### src/rtl/fifo_ctrl.sv
// First-word-fall-through FIFO controller that sequences an external dual-port RAM.
// Optional almost_full/almost_empty flags are compiled in with FIFO_CTRL_ALMOST_EN.
module fifo_ctrl #(
  parameter int DATA     = 16,
  parameter int ADDR     = 5,
  parameter int AF_LEVEL = 2**ADDR - 2,
  parameter int AE_LEVEL = 2
) (
  input  logic            clK,
  input  logic            rst_N,
  input  logic            wr_VALID,
  output logic            wr_READY,
  input  logic [DATA-1:0] wr_DATA,
  output logic            rd_VALID,
  input  logic            rd_READY,
  output logic [DATA-1:0] rd_DATA,
  output logic [ADDR+1:0] count,
  output logic            a_port_WR,
  output logic [ADDR-1:0] a_port_ADDR,
  output logic [DATA-1:0] a_port_data_IN,
  output logic            b_port_WR,
  output logic [ADDR-1:0] b_port_ADDR,
  output logic [DATA-1:0] b_port_data_IN,
  input  logic [DATA-1:0] b_port_data_OUT
`ifdef FIFO_CTRL_ALMOST_EN
  ,
  output logic            almost_full,
  output logic            almost_empty
`endif
);

  localparam logic [ADDR:0] DEPTH = {1'b1, {ADDR{1'b0}}};

  logic [ADDR:0]   wr_ptr, rd_ptr, mem_cnt;
  logic            pend, push, pop, issue, full;
  logic [1:0]      occ, occ_next, occ_after_pop;
  logic [2:0]      fill_next;
  logic [DATA-1:0] buf0, buf1, buf0_next, buf1_next;

  assign mem_cnt  = wr_ptr - rd_ptr;
  assign full     = (mem_cnt == DEPTH);
  assign wr_READY = !full;
  assign push     = wr_VALID && wr_READY;

  assign rd_VALID = (occ != 2'd0);
  assign rd_DATA  = buf0;
  assign pop      = rd_VALID && rd_READY;

  // Only issue a read when the output buffer is guaranteed a free slot for its data
  assign fill_next     = {1'b0, occ} + {2'b00, pend} - {2'b00, pop};
  assign occ_next      = fill_next[1:0];
  assign occ_after_pop = occ - {1'b0, pop};
  assign issue         = (mem_cnt != '0) && (fill_next <= 3'd1);

  assign count = {1'b0, mem_cnt} + {{(ADDR+1){1'b0}}, pend} + {{ADDR{1'b0}}, occ};

  assign a_port_WR      = push && rst_N;
  assign a_port_ADDR    = wr_ptr[ADDR-1:0];
  assign a_port_data_IN = wr_DATA;
  assign b_port_WR      = 1'b0;
  assign b_port_ADDR    = rd_ptr[ADDR-1:0];
  assign b_port_data_IN = '0;

  always_comb begin
    buf0_next = buf0;
    buf1_next = buf1;
    if (pop)
      buf0_next = buf1;
    if (pend) begin
      if (occ_after_pop == 2'd0)
        buf0_next = b_port_data_OUT;
      else
        buf1_next = b_port_data_OUT;
    end
  end

  always_ff @(posedge clK or negedge rst_N) begin
    if (!rst_N) begin
      wr_ptr <= '0;
      rd_ptr <= '0;
      pend   <= 1'b0;
      occ    <= 2'd0;
      buf0   <= '0;
      buf1   <= '0;
    end else begin
      if (push)
        wr_ptr <= wr_ptr + 1'b1;
      if (issue)
        rd_ptr <= rd_ptr + 1'b1;
      pend <= issue;
      occ  <= occ_next;
      buf0 <= buf0_next;
      buf1 <= buf1_next;
    end
  end

`ifdef FIFO_CTRL_ALMOST_EN
  logic [ADDR:0]   mem_cnt_next;
  logic [ADDR+1:0] count_next;

  assign mem_cnt_next = mem_cnt + {{ADDR{1'b0}}, push} - {{ADDR{1'b0}}, issue};
  assign count_next   = {1'b0, mem_cnt_next} + {{(ADDR+1){1'b0}}, issue}
                      + {{ADDR{1'b0}}, occ_next};

  always_ff @(posedge clK or negedge rst_N) begin
    if (!rst_N) begin
      almost_full  <= 1'b0;
      almost_empty <= 1'b1;
    end else begin
      almost_full  <= (count_next >= (ADDR+2)'(AF_LEVEL));
      almost_empty <= (count_next <= (ADDR+2)'(AE_LEVEL));
    end
  end
`else
  // Flags compiled out; still reject nonsensical threshold overrides at elaboration
  if (AE_LEVEL >= AF_LEVEL) begin : g_bad_levels
    $error("fifo_ctrl: AE_LEVEL must be below AF_LEVEL");
  end
`endif

endmodule

### config.mk
export PLATFORM = sky130hd
export DESIGN_NAME = fifo_ctrl
export DESIGN_NICKNAME = d
export VERILOG_FILES = /design/src/rtl/fifo_ctrl.sv
export SDC_FILE = /design/constraint.sdc
export NUM_CORES = 1
export LEC_CHECK = 0
export ABC_CLOCK_PERIOD_IN_PS = 3000
export CAP_MARGIN = 15
export CORE_ASPECT_RATIO = 0.7
export CORE_UTILIZATION = 42
export DETAILED_ROUTE_END_ITERATION = 8
export PLACE_DENSITY_LB_ADDON = 0.12
export SLEW_MARGIN = 30
export SYNTH_ARGS = -nofsm -noshare
export SYNTH_HDL_FRONTEND = slang
export SYNTH_SLANG_ARGS = --single-unit
### constraint.sdc
create_clock -name clK -period 3 [get_ports clK]
set_input_delay 0.3 -clock clK [delete_from_list [all_inputs] [get_ports clK]]
set_output_delay 0.3 -clock clK [all_outputs]
set_load 0.02 [all_outputs]
Word-level counts from Yosys, hierarchy flattened
Cells that the tools add are included.
Storage, ports and cells
  register bits after elaboration: 47
  latch bits: 0
  RAM bits: 0
  ROM bits: 0
  bits of input ports: 36
  output and inout port bits: 69
  memories kept: 0
Operators by class
  add/sub/neg operators: 8
  multipliers: 0
  divide/modulo/power cells: 0
  $lt $le $gt $ge: 1
  equal/unequal tests: 1
  shifts and indexed selects: 0
  mux-type cells: 3
  bitwise gates (word level): 1
  reductions and logical operators: 9
Operators by type and width (count)
  2-to-1 mux 16 bit: 3
  adder 6 x 1 -> 6 bit, second input constant: 2
  adder 6 x 1 -> 7 bit: 1
  adder 7 x 2 -> 7 bit: 1
  == test 6 bit, second input constant: 1
  nonzero test 6 bit: 1
  subtractor 6 bit: 1
  logical AND 1 bit: 4
  adder 2 x 1 -> 3 bit: 1
  <= comparator 3 x 1 -> 1 bit, second input constant: 1
  subtractor 3 x 1 -> 3 bit: 1
  zero test 2 bit: 1
  AND reduction 2 bit: 1
  nonzero test 2 bit: 1
  subtractor 2 x 1 -> 2 bit: 1
  zero test 1 bit: 1
  inverter 1 bit: 1

Longest topological paths before layout
Gate-level depths: netlist of the first run.
  depth in word-level cells: 6
  gate-level depth with buffers: 10

Least setup slack after synthesis of the first run
Ideal clock, no wire load.
  kind: reg-to-output
  start: reg wr_ptr[0]
  end: out a_port_WR
  data arrival time: 2.277 ns
  setup slack: 0.423 ns
  cell stages (with the launch flop): 11
  path buffers: 0
  cells stage by stage: dfrtp_1 inv_1 ha_1 inv_1 fa_1 xor2_1 nor3_1 o21ai_1 a211oi_2 inv_1 and3_1
Between the ends
  longest elaborated chain between the ends: 5
RTL lines
  start, declared: RTL line 34  | logic [ADDR:0] wr_ptr, rd_ptr, mem_cnt;
  start signal, assigned: RTL line 87  | wr_ptr <= wr_ptr + 1'b1;
  subtractor 6 bit: RTL line 40  | assign mem_cnt = wr_ptr - rd_ptr;
  == test 6 bit: RTL line 41  | assign full = (mem_cnt == DEPTH);
  zero test 1 bit: RTL line 42  | assign wr_READY = !full;
  net wr_READY: RTL line 12  | output logic wr_READY,
  logical AND 1 bit: RTL line 43  | assign push = wr_VALID && wr_READY;
  logical AND 1 bit: RTL line 57  | assign a_port_WR = push && rst_N;
  end, declared: RTL line 18  | output logic a_port_WR,
The timed path passes the listed nets, and every way through them passes these cells.

Final worst setup path of the first run
  start: reg wr_ptr[0]
  end: out count[1]
Between the ends
  longest elaborated chain between the ends: 3
RTL lines
  subtractor 6 bit: RTL line 40
  adder 6 x 1 -> 7 bit: RTL line 55  | assign count = {1'b0, mem_cnt} + {{(ADDR+1){1'b0}}, pend} + {{ADDR{1'b0}}, occ};
  adder 7 x 2 -> 7 bit: RTL line 55
  end, declared: RTL line 17  | output logic [ADDR+1:0] count,
Every way passes these cells.

==> flow_metrics.env, run 1 <==
export IMPL_grt_max_degree=48
export IMPL_p_sw_frac=0.446
export IMPL_ys_seq_area_frac=0.419
export IMPL_worstSkewPairLatency_ns=0.29
export IMPL_p_sw_w=0.00224
export IMPL_grt_util_all_layers=0.152
export IMPL_period_minus_slack_ns=2.85
export IMPL_start_util=0.443
export IMPL_wl_met2_um=2070
export IMPL_routedWlPerCell_um=12.8
export IMPL_syn_area_sq_um=2810
export IMPL_worstSetupPathType="reg -> out"
export IMPL_syn_avg_cell_area_sq_um=10.8
export IMPL_worstPathArrival_ns=2.55
export IMPL_globalplace_congestion=0.756
export IMPL_antenna_left=0
export IMPL_worstMarginPinSlew_ns=0.584
export IMPL_die_h_um=70.4
export IMPL_ctsHoldBuffers=0
export IMPL_synth_seq_cells=47
export IMPL_p_leak_nw=1.55
export IMPL_drt_total_wl_um=5060
export IMPL_coreArea_sq_um=6340
export IMPL_relSlewSlack=0.611
export IMPL_fin_crit_sh=0.949
export IMPL_cts_root_buf="clkbuf_8"
export IMPL_met3_length_um=289
export IMPL_synth_edf_count=0
export IMPL_crit_required_ns=2.70
export IMPL_skew_ns=0.00922
export IMPL_top_layer_used="met4"
export IMPL_grt_pass1_vias=1655
export IMPL_status="completed"
export IMPL_irDropWorstVdd_v=0.000723
export IMPL_drtIter0Drc=83
export IMPL_diodes=0
export IMPL_fmax_ghz=0.351
export IMPL_dieWidth_um=99.7
export IMPL_vias=1798
export IMPL_cts_tree="yes"
export IMPL_layout_drive_gt1_share=0.178
export IMPL_max_cap_violations=0
export IMPL_rsz0062_at_grt="true"
export IMPL_wirelength_met1_um=2650
export IMPL_via_per_inst=4.56
export IMPL_cp_start_kind="register"
export IMPL_hold_path_class="in -> async"
export IMPL_finalPower_w=0.00502
export IMPL_postCtsSetupBuffers=0
export IMPL_dieArea_sq_um=7020
export IMPL_port_buffers=55
export IMPL_drc=0
export IMPL_crit_path_end_kind="output pin"
export IMPL_synthArstFlopShare=1.00
export IMPL_nNetsFinal=352
export IMPL_area_growth_pct=20.1
export IMPL_cp_max_fo=3
export IMPL_drt_first_pass_iters=4
export IMPL_netlist_instances=261
export IMPL_synthFlopType="dfrtp_1"
export IMPL_combinationalPowerShare=0.673
export IMPL_slew_violations=0
export IMPL_grt_pass1_wl_um=8290
export IMPL_cts_buffer_depth=2
export IMPL_hold_viol_final=0
export IMPL_cts_reportedPaths_clkPinSlew_ns=0.09
export IMPL_gr_total_overflow=0
export IMPL_synth_cell_types=40
export IMPL_num_io_pins=105
export IMPL_htree_levels=2
export IMPL_yosysWarnings=0
export IMPL_power_density_nw_per_um2=1490
export IMPL_setup_viol=0
export IMPL_dp_hpwl_um=3800
export IMPL_rows=24
export IMPL_pwr_share_seq=0.236
export IMPL_p_clk_frac=0.091
export IMPL_p_int_w=0.00278
export IMPL_grt_antenna_before_repair=0
export IMPL_cts_sinks=47
export IMPL_fin_tns_setup_ns=0
export IMPL_cts_buffers=5
[flip-flops by register name, summed over array words and instances (netlist names)]
name	flops
rd_ptr	6
occ	2
buf1	16
pend	1
wr_ptr	6
rd_DATA	16
[Yosys cell counts (2+ instances only)]
library cell	count	share of area
nand4_1	2	0.0045
ha_1	10	0.045
fa_1	4	0.029
xor2_1	10	0.031
buf_2	2	0.0036
dfrtp_1	47	0.42
a21oi_1	21	0.037
o21ai_1	3	0.0053
nand3_1	3	0.0053
xnor2_1	7	0.022
nor3_1	4	0.0071
nor4_1	2	0.0045
buf_1	3	0.0040
and3_1	3	0.0067
nor2_1	24	0.032
inv_1	12	0.016
mux2i_1	16	0.057
buf_4	43	0.11
mux2_2	16	0.064
nand2_1	9	0.012
[worst max-delay path, stage by stage (launching register included)]
cell and delay, ns:
dfrtp_1 0.35, inv_1 0.05, ha_1 0.20, inv_1 0.07
fa_2 0.47, fa_1 0.51, clkdlybuf4s50_1 0.60
[cell usage in the layout, fill, tap and decap left out, types with 2 or more instances in the layout]
| cell type | synthesis | layout |
|---|---|---|
| fa_1 | 4 | 3 |
| dlygate4sd2_1 | 0 | 3 |
| xor2_1 | 10 | 10 |
| mux2i_1 | 16 | 16 |
| nand4_1 | 2 | 2 |
| a21oi_1 | 21 | 21 |
| nand3_1 | 3 | 3 |
| nor4_1 | 2 | 2 |
| buf_4 | 43 | 11 |
| inv_1 | 12 | 12 |
| clkbuf_8 | 0 | 5 |
| xnor2_1 | 7 | 7 |
| dfrtp_1 | 47 | 47 |
| ha_1 | 10 | 9 |
| clkdlybuf4s50_1 | 0 | 47 |
| mux2_2 | 16 | 16 |
| nand2_1 | 9 | 9 |
| conb_1 | 1 | 17 |
| and3_1 | 3 | 3 |
| nor3_1 | 4 | 3 |
| o21ai_1 | 3 | 2 |
| clkbuf_2 | 0 | 3 |
| nor2_1 | 24 | 24 |
[cells by family after synthesis]
kind of cell             after synthesis  synth area share
AND/OR/NAND/NOR                       57             0.110
buffers and inverters                 60             0.139
flip-flops                            47             0.419
multiplexers                          34             0.131
other                                  1           0.00134
AO/OA/AOI/OAI                         29            0.0628
XOR/XNOR                              19            0.0646
adder cells (fa/ha/maj)               14            0.0731
[final cells by class]
cell class | count | area, sq um
sequential | 47 | 1180
clock inverter | 3 | 43.8
fill | 584 | 2960
multi-input combinational | 170 | 1320
clock buffer | 5 | 68.8
tap | 91 | 114
inverter | 12 | 45.0
timing repair buffer | 66 | 609
[stage by stage]
step	hold slack, ns	cells	area, sq um	setup WS [ns]	util
global placement	0.488	386	3270	0.0848	0.516
floorplan	0.00441	277	2870	0.423	-
global route	0.210	394	3370	-0.0288	0.533
detailed placement	0.494	386	3270	0.0434	0.516
finish	0.182	394	3370	0.153	0.533
CTS	0.194	394	3370	-0.0301	0.533
[layer usage]
| layer | GRT usage | vias up |
|---|---|---|
| met5 | 0 | - |
| met4 | 0.0294 | 0 |
| met3 | 0.0470 | 10 |
| met2 | 0.203 | 57 |
| met1 | 0.237 | 830 |
| li1 | - | 901 |
[power by group through the flow]
stage | combinational, W | sequential (W) | clock [W]
detailed placement | 0.00350 | 0.00120 | 0
floorplan | 0.00227 | 0.00132 | 0
finish | 0.00338 | 0.00119 | 0.000456
CTS | 0.00340 | 0.00119 | 0.000475
global placement | 0.00349 | 0.00119 | 0
global route | 0.00369 | 0.00124 | 0.000506
[what timing repair did]
action	4_1_cts	5_1_grt
resized for setup	8	11
endpoints found under the setup margin	7	5
pin swaps	1	2
[worst paths after layout]
check	slack, ns	depth (start not counted)	startpoint	end
setup / recovery	0.15	6	wr_ptr[0]$_DFFE_PN0P_	count[1]
max in group asynchronous	2.43	2	rst_N	rd_DATA[9]$_DFF_PN0_
hold reg to reg	0.51	1	buf1[12]$_DFFE_PN0P_	buf1[12]$_DFFE_PN0P_
hold / removal	0.18	2	rst_N	rd_DATA[7]$_DFF_PN0_
setup reg to reg	0.45	11	wr_ptr[0]$_DFFE_PN0P_	wr_ptr[1]$_DFFE_PN0P_
min in group clK	0.51	1	buf1[12]$_DFFE_PN0P_	buf1[12]$_DFFE_PN0P_
(Power assumes the default switching activity.)
==> inputs of run 2 (changes only) <==
--- a/config.mk
+++ b/config.mk
@@ -6,9 +6,9 @@
 export NUM_CORES = 1
 export LEC_CHECK = 0
 export ABC_CLOCK_PERIOD_IN_PS = 3000
-export CAP_MARGIN = 15
+export CAP_MARGIN = 20
 export CORE_ASPECT_RATIO = 0.7
-export CORE_UTILIZATION = 42
+export CORE_UTILIZATION = 30
 export DETAILED_ROUTE_END_ITERATION = 8
 export PLACE_DENSITY_LB_ADDON = 0.12
 export SLEW_MARGIN = 30
==> run 2 against run 1 <==
Fmax decreased by 0.40%; worst setup slack got worse by 0.011 ns; wire length increased by 10%; global-route usage decreased by 3.2 points; via count increased by 0.95%; cell count increased by 9.4%; combinational power increased by 3%; clock power increased by 55%; largest power group unchanged; critical path depth unchanged; first-iteration DRC count decreased by 19%; largest cell class unchanged; critical endpoint unchanged.
==> flow_metrics.env, run 2 (synthesis results as in run 1) <==
export IMPL_cts_tree="yes"
export IMPL_worstSetupPathType="reg -> out"
export IMPL_grt_pass1_vias=1724
export IMPL_critPathMaxStageDelay_ns=0.61
export IMPL_nNetsFinal=356
export IMPL_setup_viol=0
export IMPL_wirelength_met1_um=3040
export IMPL_max_cap_violations=0
export IMPL_diodes=0
export IMPL_drt_total_wl_um=5580
export IMPL_num_io_pins=105
export IMPL_cp_start_kind="register"
export IMPL_dp_hpwl_um=4160
export IMPL_cts_reportedPaths_clkPinSlew_ns=0.06
export IMPL_fmax_ghz=0.350
export IMPL_drt_first_pass_iters=4
export IMPL_rows=29
export IMPL_coreArea_sq_um=9070
export IMPL_crit_required_ns=2.70
export IMPL_grt_util_all_layers=0.120
export IMPL_cts_buffers=5
export IMPL_power_density_nw_per_um2=1510
export IMPL_slew_violations=0
export IMPL_gr_total_overflow=0
export IMPL_grt_max_degree=48
export IMPL_fin_crit_sh=0.953
export IMPL_final_cell_mix="47 x dfrtp_1, 47 x clkdlybuf4s50_1, 24 x nor2_1, 21 x a21oi_1, 17 x conb_1"
export IMPL_cts_buffer_depth=2
export IMPL_hold_viol_final=0
export IMPL_cp_max_fo=3
export IMPL_final_area_sq_um=3540
export IMPL_antenna_left=0
export IMPL_fin_tns_setup_ns=0
export IMPL_via_per_inst=4.21
export IMPL_grt_antenna_before_repair=0
export IMPL_area_growth_pct=26.1
export IMPL_p_leak_nw=1.60
export IMPL_post_route_util=0.390
export IMPL_die_h_um=83.0
export IMPL_dpl_cell_area_sq_um=3330
export IMPL_drc=0
export IMPL_met3_length_um=230
export IMPL_layout_drive_gt1_share=0.199
export IMPL_htree_levels=2
export IMPL_relSlewSlack=0.596
export IMPL_finalPower_w=0.00536
export IMPL_irDropWorstVdd_v=0.000450
export IMPL_dieArea_sq_um=9760
export IMPL_finalWorstSetupSlack_ns=0.142
export IMPL_crit_top_cell="inv_1"
export IMPL_ctsHoldBuffers=0
export IMPL_port_buffers=55
export IMPL_top_layer_used="met4"
export IMPL_globalplace_congestion=0.746
export IMPL_drtIter0Drc=67
export IMPL_cts_root_buf="clkbuf_16"
export IMPL_worstPathArrival_ns=2.56
export IMPL_vias=1815
export IMPL_pre_cts_slack_ns=0.0794
export IMPL_grt_pass1_wl_um=9050
export IMPL_start_util=0.310
export IMPL_crit_chain="inv_1 -> ha_2 -> inv_1 -> fa_2 -> fa_1 -> clkdlybuf4s50_1"
export IMPL_skew_ns=0.00604
export IMPL_worstMarginPinSlew_ns=0.606
export IMPL_critPathSlowestCell="clkdlybuf4s50_1"
export IMPL_hold_path_class="in -> async"
export IMPL_wl_met2_um=2260
export IMPL_period_minus_slack_ns=2.86
export IMPL_cts_sinks=47
export IMPL_dieWidth_um=118
export IMPL_num_fill_cells=903
export IMPL_routedWlPerCell_um=12.9
export IMPL_status="completed"
export IMPL_worstSkewPairLatency_ns=0.28
export IMPL_crit_path_end_kind="output pin"
==> run 2: repair_timing <==
item / in CTS / in global routing
pin swaps: 1 / 3
gates cloned: 0 / 0
endpoints found under the setup margin: 7 / 5
setup buffers: 0 / 1
resized for setup: 7 / 16
==> run 2: per-stage QoR <==
step,instances,hold WS (ns)
3_3_place_gp,422,0.489
5_1_grt,431,0.297
4_1_cts,430,0.260
6_report,431,0.213
2_1_floorplan,277,0.00441
3_5_place_dp,422,0.493
==> run 2: metal layers <==
layer  GRT usage  vias to the layer above
li1            -                      915
met1       0.179                      849
met2       0.168                       43
met3      0.0295                        8
met4      0.0396                        0
met5           0                        -
==> run 2: critical path, delay by kind of cell, from the launching register on <==
kind | cells | cell delay [ns]
buffers and inverters | 3 | 0.74
flip-flops | 1 | 0.37
adder cells (fa/ha/maj) | 3 | 1.17
==> run 2: where the power goes <==
part           total, W  switching (W)  internal (W)
clock          0.000706       0.000228      0.000478
combinational   0.00348        0.00187       0.00161
sequential      0.00117       0.000201      0.000974
total           0.00536        0.00230       0.00306
==> run 2: cell type report <==
type	count	area, sq um	share of cell area
multi-input combinational	170	1340	0.377
inverter	12	45.0	0.0127
clock inverter	2	60.1	0.0170
tap	124	155	0.0438
sequential	47	1180	0.332
clock buffer	6	129	0.0364
timing repair buffer	70	641	0.181
==> run 2: worst paths after layout <==
kind                                       start               endpoint  slack (ns)  depth (start not counted)
max                        wr_ptr[0]$_DFFE_PN0P_               count[1]        0.14                          6
min                                        rst_N  rd_DATA[11]$_DFF_PN0_        0.21                          2
max reg2reg                wr_ptr[0]$_DFFE_PN0P_  rd_ptr[1]$_DFFE_PN0P_        0.37                         11
min reg2reg                 buf1[12]$_DFFE_PN0P_   buf1[12]$_DFFE_PN0P_        0.50                          1
max in group asynchronous                  rst_N  wr_ptr[3]$_DFFE_PN0P_        2.38                          2
min in group clK            buf1[12]$_DFFE_PN0P_   buf1[12]$_DFFE_PN0P_        0.50                          1
==> inputs of run 3 (changes only) <==
--- a/config.mk
+++ b/config.mk
@@ -10,8 +10,10 @@
 export CORE_ASPECT_RATIO = 0.7
 export CORE_UTILIZATION = 30
 export DETAILED_ROUTE_END_ITERATION = 8
+export DONT_BUFFER_PORTS = 1
 export PLACE_DENSITY_LB_ADDON = 0.12
 export SLEW_MARGIN = 30
 export SYNTH_ARGS = -nofsm -noshare
 export SYNTH_HDL_FRONTEND = slang
 export SYNTH_SLANG_ARGS = --single-unit
+export TNS_END_PERCENT = 20
==> run 3 against run 2 <==
Core utilization fell by 5.7 points; final area decreased by 15%; non-clock buffer count fell by 51; register-to-register slack better by 0.06 ns; wire length increased by 1.9%; clock skew shrank 0.0015 ns; worst setup slack improved by 0.045 ns.
==> flow_metrics.env, run 3 (synthesis results as in run 1) <==
export IMPL_whs_path_depth=1
export IMPL_worstPathArrival_ns=2.51
export IMPL_dieWidth_um=118
export IMPL_die_h_um=83.0
export IMPL_cp_max_fo=6
export IMPL_critPathBufInv=1
export IMPL_gr_total_overflow=0
export IMPL_skew_ns=0.00455
export IMPL_worstMarginPinSlew_ns=0.498
export IMPL_crit_family="compound AO/OA/AOI/OAI gates"
export IMPL_coreArea_sq_um=9070
export IMPL_htree_levels=2
export IMPL_dp_hpwl_um=4090
export IMPL_cts_sinks=47
export IMPL_drtIter0Drc=56
export IMPL_grt_pass1_wl_um=9090
export IMPL_cts_buffers=5
export IMPL_fin_crit_sh=0.938
export IMPL_drt_first_pass_iters=6
export IMPL_setup_viol=0
export IMPL_grt_max_degree=48
export IMPL_critical_path_cell_count=7
export IMPL_area_growth_pct=7.71
export IMPL_grt_antenna_before_repair=1
export IMPL_status="completed"
export IMPL_dpl_cell_area_sq_um=2800
export IMPL_relSlewSlack=0.666
export IMPL_nNetsFinal=305
export IMPL_final_common_cell="dfrtp_1"
export IMPL_num_fill_cells=929
export IMPL_globalplace_congestion=0.718
export IMPL_grt_pass1_vias=1523
export IMPL_dieArea_sq_um=9760
export IMPL_port_buffers=0
export IMPL_grt_util_all_layers=0.121
export IMPL_crit_chain="ha_1 -> nand2b_1 -> a2111oi_2 -> nor2_1 -> a211oi_4 -> inv_1 -> and3_1"
export IMPL_rr_worst_depth=8
export IMPL_num_io_pins=105
export IMPL_worstSetupPathType="reg -> out"
export IMPL_crit_path_end_kind="output pin"
export IMPL_routedWlPerCell_um=14.9
export IMPL_final_cell_mix="47 x dfrtp_1, 24 x nor2_1, 21 x a21oi_1, 17 x conb_1, 17 x buf_4"
export IMPL_cts_reportedPaths_clkPinSlew_ns=0.07
export IMPL_via_per_inst=4.37
export IMPL_drc=0
export IMPL_vias=1670
export IMPL_fin_tns_setup_ns=0
export IMPL_crit_required_ns=2.70
export IMPL_critPathMaxStageDelay_ns=0.54
export IMPL_final_area_sq_um=3030
export IMPL_fmax_ghz=0.355
export IMPL_drt_total_wl_um=5690
export IMPL_start_util=0.310
export IMPL_period_minus_slack_ns=2.81
export IMPL_hold_path_class="in -> reg"
export IMPL_critPathSlowestCell="dfrtp_1"
export IMPL_hold_viol_final=0
export IMPL_cts_tree="yes"
export IMPL_layout_drive_gt1_share=0.219
export IMPL_cts_buffer_depth=2
export IMPL_slew_violations=0
export IMPL_antenna_left=0
export IMPL_cts_root_buf="clkbuf_16"
export IMPL_cp_start_kind="register"
export IMPL_worstSkewPairLatency_ns=0.28
export IMPL_max_cap_violations=0
export IMPL_rows=29
[run 3: changes by cell type in the layout (fill, tap and decap cells not counted), sizes merged, moves of 2 or more]
| cell | change |
|---|---|
| diode | +2 |
| clkdlybuf4s50 | -47 |
| clkbuf | -2 |
| bufinv | -2 |
| dlygate4sd2 | -4 |
[run 3: what timing repair did]
item                                   in CTS  in global routing
endpoints found under the hold margin      47                  0
resized for setup                           0                  3
buffers inserted                            0                  2
hold buffers                                2                  0
setup endpoints to repair                   0                  2
[run 3: area by class of cell]
class                           instances  area, sq um  area share
Antenna cell                            2         5.00     0.00165
Clock buffer                            6          139      0.0459
Clock inverter                          2         16.3     0.00538
Inverter                               12         45.0      0.0149
Multi-Input combinational cell        170         1320       0.438
Sequential cell                        47         1180       0.389
Tap cell                              124          155      0.0513
Timing Repair Buffer                   19          165      0.0546
[run 3: worst paths after layout]
kind | startpoint | endpoint | slack [ns]
min | b_port_data_OUT[11] | buf1[11]$_DFFE_PN0P_ | 0.16
max reg2reg | wr_ptr[1]$_DFFE_PN0P_ | rd_ptr[1]$_DFFE_PN0P_ | 0.43
min reg2reg | buf1[13]$_DFFE_PN0P_ | buf1[13]$_DFFE_PN0P_ | 0.51
max in group asynchronous | rst_N | rd_ptr[5]$_DFFE_PN0P_ | 2.25
max | wr_ptr[1]$_DFFE_PN0P_ | a_port_WR | 0.19
min in group asynchronous | rst_N | buf1[13]$_DFFE_PN0P_ | 0.54
[run 3: layer usage]
layer / vias to the layer above / global-route usage / routed length, um
li1: 817 / - / -
met1: 794 / 0.185 / 3050
met2: 49 / 0.156 / 2270
met3: 10 / 0.0357 / 308
met4: 0 / 0.0431 / 55
met5: - / 0 / 0
[run 3: through the flow]
stage	setup WS, ns	cells	hold slack, ns	utilization
6_report	0.187	382	0.159	0.334
5_1_grt	-0.0133	380	0.144	0.333
4_1_cts	0.00906	378	0.148	0.330
3_5_place_dp	0.315	368	0.00561	0.308
3_3_place_gp	0.348	368	0.00529	0.308
2_1_floorplan	0.423	277	0.00441	-
[run 3: worst register-to-register path: cells and delay by family, from the launching register on]
kind                       cells  cell delay, ns
AOI/OAI and AO/OA              1            0.25
xor gates and xnor gates       1            0.17
adders and majority gates      1            0.36
buffers and inverters          1            0.17
DFF                            1            0.54
muxes                          1            0.31
and+or+nand+nor                3            0.66
Power of run 3 is not shown: default switching activity piles up to over one toggle a cycle in this logic, so the estimate is an artifact.
